<file path="config.mk">
export PLATFORM = sky130hd
export DESIGN_NAME = mem_arbiter
export DESIGN_NICKNAME = d
export VERILOG_FILES = /design/src/rtl/mem_arb_pkg.sv /design/src/rtl/mem_arb_starve.sv /design/src/rtl/mem_arbiter.sv
export SDC_FILE = /design/constraint.sdc
export NUM_CORES = 1
export LEC_CHECK = 0
export BUFFER_PORTS_ARGS = -buffer_cell sky130_fd_sc_hd__buf_4
export CAP_MARGIN = 25
export CORE_UTILIZATION = 30
export DETAILED_ROUTE_END_ITERATION = 10
export RECOVER_POWER = 50
export SLEW_MARGIN = 20
export SYNTH_ARGS = -nofsm -noshare
export SYNTH_HDL_FRONTEND = slang
export SYNTH_SLANG_ARGS = --single-unit
</file>
<file path="constraint.sdc">
create_clock -name clock -period 2.1 [get_ports clock]
set_clock_uncertainty 0.2 [all_clocks]
set_input_delay 0.105 -clock clock [delete_from_list [all_inputs] [get_ports clock]]
set_output_delay 0.105 -clock clock [all_outputs]
set_load 0.01 [all_outputs]
</file>
<file path="src/rtl/mem_arb_pkg.sv">
// Shared types and constants for the instruction/data memory arbiter.
package mem_arb_pkg;

    typedef enum logic [1:0] {
        IDLE,
        ISSUE,
        WAIT,
        RESP
    } state_t;

    typedef enum logic {
        GNT_F,
        GNT_D
    } grant_t;

    localparam logic RW_READ  = 1'b1;
    localparam logic RW_WRITE = 1'b0;

endpackage

</file>
<file path="src/rtl/mem_arb_starve.sv">
// Starvation counter: counts data wins over a waiting fetch and raises
// fetch_override once the limit is reached.
module mem_arb_starve
    import mem_arb_pkg::*;
#(
    parameter int STARVE_LIMIT = 4
) (
    input  logic   clock,
    input  logic   reset,
    input  logic   grant,
    input  grant_t winner,
    input  logic   f_req,
    output logic   fetch_override
);

    localparam int CNT_W = (STARVE_LIMIT > 0) ? $clog2(STARVE_LIMIT + 1) : 1;
    localparam logic [CNT_W-1:0] LIMIT = CNT_W'(STARVE_LIMIT);

    logic [CNT_W-1:0] starve_cnt;

    // NOTE: reset is sampled on the clock edge, and all state uses non-blocking assignments.
    always_ff @(posedge clock) begin
        if (reset) begin
            starve_cnt <= '0;
        end else if (grant) begin
            if (winner == GNT_F || !f_req) begin
                starve_cnt <= '0;
            end else if (starve_cnt != LIMIT) begin
                starve_cnt <= starve_cnt + CNT_W'(1);
            end
        end
    end

    // With a limit of zero the counter sits at 0, so fetch always wins a tie.
    assign fetch_override = (starve_cnt == LIMIT);

endmodule

</file>
<file path="src/rtl/mem_arbiter.sv">
// Shares one single-ported memory between fetch and load/store; data has
// priority, bounded by the starvation counter. One transaction per 4 cycles.
module mem_arbiter
    import mem_arb_pkg::*;
#(
    parameter int ADDR_W       = 32,
    parameter int DATA_W       = 32,
    parameter int STARVE_LIMIT = 4
) (
    input  logic              clock,
    input  logic              reset,
    input  logic              f_req,
    input  logic [ADDR_W-1:0] f_addr,
    output logic              f_ack,
    output logic [DATA_W-1:0] f_rdata,
    output logic              f_err,
    input  logic              d_req,
    input  logic              d_we,
    input  logic [ADDR_W-1:0] d_addr,
    input  logic [DATA_W-1:0] d_wdata,
    output logic              d_ack,
    output logic [DATA_W-1:0] d_rdata,
    output logic              d_err,
    output logic [ADDR_W-1:0] m_addr,
    output logic [DATA_W-1:0] m_data_in,
    input  logic [DATA_W-1:0] m_data_out,
    output logic              m_rw,
    output logic              m_en
);

    state_t            state;
    grant_t            gnt;
    grant_t            winner;
    logic              gnt_we;
    logic              grant_event;
    logic              fetch_override;
    logic              sel_we;
    logic              sel_misaligned;
    logic [ADDR_W-1:0] sel_addr;
    logic [DATA_W-1:0] sel_wdata;

    // NOTE: every signal here is assigned on every pass, so no latch can be inferred.
    always_comb begin
        winner         = (f_req && (!d_req || fetch_override)) ? GNT_F : GNT_D;
        grant_event    = (state == IDLE) && (f_req || d_req);
        sel_addr       = (winner == GNT_F) ? f_addr : d_addr;
        sel_we         = (winner == GNT_D) && d_we;
        sel_wdata      = (winner == GNT_D) ? d_wdata : '0;
        sel_misaligned = (sel_addr[1:0] != 2'b00);
    end

    mem_arb_starve #(
        .STARVE_LIMIT (STARVE_LIMIT)
    ) u_starve (
        .clock          (clock),
        .reset          (reset),
        .grant          (grant_event),
        .winner         (winner),
        .f_req          (f_req),
        .fetch_override (fetch_override)
    );

    always_ff @(posedge clock) begin
        if (reset) begin
            state     <= IDLE;
            gnt       <= GNT_F;
            gnt_we    <= 1'b0;
            m_en      <= 1'b0;
            m_rw      <= RW_READ;
            m_addr    <= '0;
            m_data_in <= '0;
            f_ack     <= 1'b0;
            f_rdata   <= '0;
            f_err     <= 1'b0;
            d_ack     <= 1'b0;
            d_rdata   <= '0;
            d_err     <= 1'b0;
        end else begin
            // Response outputs are pulses: zero unless this edge raises an ack.
            f_ack   <= 1'b0;
            f_rdata <= '0;
            f_err   <= 1'b0;
            d_ack   <= 1'b0;
            d_rdata <= '0;
            d_err   <= 1'b0;
            m_en    <= 1'b0;
            case (state)
                IDLE: begin
                    if (grant_event) begin
                        gnt    <= winner;
                        gnt_we <= sel_we;
                        if (sel_misaligned) begin
                            state <= RESP;
                            if (winner == GNT_F) begin
                                f_ack <= 1'b1;
                                f_err <= 1'b1;
                            end else begin
                                d_ack <= 1'b1;
                                d_err <= 1'b1;
                            end
                        end else begin
                            state     <= ISSUE;
                            m_en      <= 1'b1;
                            m_addr    <= sel_addr;
                            m_rw      <= sel_we ? RW_WRITE : RW_READ;
                            m_data_in <= sel_wdata;
                        end
                    end
                end
                ISSUE: state <= WAIT;
                WAIT: begin
                    state <= RESP;
                    if (gnt == GNT_F) begin
                        f_ack   <= 1'b1;
                        f_rdata <= m_data_out;
                    end else begin
                        d_ack   <= 1'b1;
                        d_rdata <= gnt_we ? '0 : m_data_out;
                    end
                end
                RESP:    state <= IDLE;
                default: state <= IDLE;
            endcase
        end
    end

endmodule

</file>
==> results.sh <==
export IMPL_outcome="finished with violations"
export IMPL_violations="design-rule violations"
export IMPL_synth_top_family_by_area="compound AO/OA/AOI/OAI gates"
export IMPL_cp_common_cell="buf_12"
export IMPL_fin_nets=1057
export IMPL_yosys_register_bits=141
export IMPL_synth_async_reset_ratio_pct=0
export IMPL_clock_latency_ps=420
export IMPL_setup_viol=0
export IMPL_io_buffers=266
export IMPL_diodes=0
export IMPL_final_cell_area_um2=9340
export IMPL_total_power_mw=7.73
export IMPL_via_per_inst=4.74
export IMPL_io_pins=267
export IMPL_initial_core_util_pct=31.0
export IMPL_timing_final_crit_period_ps=1940
export IMPL_path_clk_slew_ps=60
export IMPL_grt_pass1_wl_mm=29.8
export IMPL_crit_chain="inv_1 -> ha_1 -> nand4bb_1 -> buf_12 -> nor2_4 -> buf_12 -> o311a_1"
export IMPL_crit_required_ps=2200
export IMPL_clockBufferDepth=2
export IMPL_totalNegativeSetupSlack_ps=0
export IMPL_grtUsageTotal_pct=19.4
export IMPL_placed_cells=995
export IMPL_synth_nets=674
export IMPL_vdd_ir_drop_max_mv=0.684
export IMPL_place_gp_congestion=0.746
export IMPL_coreArea_um2=18100
export IMPL_synth_top_cell_by_area="dfxtp_1"
export IMPL_cp_max_fo=40
export IMPL_synth_compound_area_share_pct=20.1
export IMPL_dpl_hpwl_mm=11.4
export IMPL_post_drt_wl_per_cell_um=15.9
export IMPL_synth_ff_type="dfxtp_1"
export IMPL_synth_adder_area_share_pct=0.891
export IMPL_synth_cells=537
export IMPL_worst_path_max_delay_cell="o311a_1"
export IMPL_rows=49
export IMPL_holdWs_ps=238
export IMPL_power_density_nw_per_um2=828
export IMPL_grt_max_degree=66
export IMPL_syn2layout_area_growth_pct=66.2
export IMPL_p_leak_nw=4.03
export IMPL_ys_types=46
export IMPL_drt_iter0_drc=305
export IMPL_die_y_um=139
export IMPL_htree_levels=4
export IMPL_cap_violations=0
export IMPL_grt_antenna_before_repair=0
export IMPL_grt_pass1_vias=5784
export IMPL_fin_cells=1162
export IMPL_drc=15
export IMPL_die_w_um=139
export IMPL_yosys_warnings=0
export IMPL_tightest_slew_ps=540
export IMPL_startpoint_type="register"
export IMPL_hold_violations=0
export IMPL_synth_xor_area_share_pct=0.312
export IMPL_yosysSeqAreaShare_pct=50.2
export IMPL_drt_pass1_iterations=8
export IMPL_syn_avg_cell_area_um2=10.5
export IMPL_cts_sinks=141
export IMPL_setup_ws_ps=158
export IMPL_numCtsBuffers=17
export IMPL_synth_simple_gate_area_share_pct=19.0
export IMPL_cts_root_buf="clkbuf_16"
export IMPL_r2r_cells=7
export IMPL_cts_tree="done"
export IMPL_synthMuxAreaShare_pct=0.178
export IMPL_period_share_pct=92.5
export IMPL_hold_class="in2reg"
export IMPL_synth_edf_count=0
export IMPL_synth_area_um2=5620
export IMPL_pre_cts_ws_ps=183
export IMPL_critPathCaptureType="register"
export IMPL_relSlewSlack_pct=64.0
export IMPL_drive_above_1_share_pct=23.6
export IMPL_cp_slowest_stage_delay_ps=360
export IMPL_cts_setup_buffers=0
export IMPL_fin_util_pct=51.4
export IMPL_fmax_ghz=0.515
export IMPL_grt_overflow=0
export IMPL_synthTopCellsByArea="dfxtp_1 (50%), o41ai_2 (7.8%), and2_1 (7.1%)"
export IMPL_slew_viol_final=0
export IMPL_arrival_ps=2040
export IMPL_final_antenna_net_count=0
export IMPL_rsz0062_at_grt="false"
export IMPL_dieArea_um2=19300
export IMPL_drt_wl_total_mm=18.4
export IMPL_synth_top_cell_area_share_pct=50.2
export IMPL_post_dp_cell_area_um2=7890
export IMPL_vias=5503
export IMPL_hold_depth=3
export IMPL_worstSetupPathType="reg2reg"
-- registers in the layout, summed over array words and instances (netlist names), 2 cells and up --
name / flops
u_starve.starve_cnt: 3
d_rdata: 32
state: 2
f_rdata: 32
m_data_in: 32
m_addr: 32
-- logic make-up after synthesis --
family	count (synthesis)
simple gates	154
flops	141
buf+inv	123
compound gates	112
fa+ha+maj	4
xor+xnor	2
mux	1
-- synthesized netlist by cell type, drive strengths merged, types with 4 or more instances --
cell / instances
nand4b: 33
or3: 30
a31oi: 30
nor3: 5
buf: 19
o41ai: 33
o311a: 30
ha: 4
inv: 68
nor2: 8
clkbuf: 36
dfxtp: 141
and2: 65
a21oi: 4
-- critical path, delay by kind of cell, from the launching register on --
family / cells / cell delay, ps
compound gates: 1 / 360
flops: 1 / 330
fa+ha+maj: 1 / 250
simple gates: 2 / 230
buf+inv: 3 / 430
-- placed cells by master (no fill, tap or decap), types with 17 or more instances in the layout --
cell type | synthesis | final
a31oi_1 | 30 | 30
and2_1 | 64 | 64
buf_4 | 5 | 142
clkbuf_1 | 36 | 134
clkbuf_16 | 0 | 17
dfxtp_1 | 141 | 141
dlygate4sd3_1 | 0 | 135
inv_1 | 68 | 68
nand4b_1 | 33 | 33
o311a_1 | 30 | 30
o41ai_2 | 27 | 27
or3_1 | 30 | 30
-- area by class of cell --
| type | instances | area (um^2) |
|---|---|---|
| multi-input cells | 273 | 2290 |
| clock buffers | 18 | 439 |
| fillers | 1737 | 8810 |
| clock inverters | 14 | 174 |
| well taps | 229 | 287 |
| repair buffers | 419 | 3070 |
| inverters | 68 | 255 |
| flip-flops and latches | 141 | 2820 |
-- worst paths after layout --
check                               startpoint     endpoint  slack, ps
worst max-delay path                  state[0]    m_addr[6]        160
worst min-delay path            m_data_out[22]  d_rdata[22]        240
worst max register to register        state[0]    m_addr[6]        160
worst min register to register          gnt_we       gnt_we        250
-- where the power goes --
part | total [mW] | switching (mW) | internal [mW] | leakage, nW
combinational | 1.57 | 0.791 | 0.782 | 2.59
sequential | 3.05 | 0.115 | 2.94 | 1.14
clock | 3.10 | 1.27 | 1.83 | 0.293
-- per-layer routing --
metal  vias to the layer above  global-route usage (%)  part of all wire [%]
met5                         -                       0                     0
met4                         0                    8.54                   2.1
met3                        32                    6.66                   7.1
met2                       231                    32.3                    49
met1                      2553                    22.7                    42
li1                       2687                       -                     -
-- repair_timing --
action,4_1_cts,5_1_grt
hold buffers,135,0
endpoints found under the hold margin,138,0
resized for setup,0,0
No activity file was read; power rests on OpenSTA's default activity.
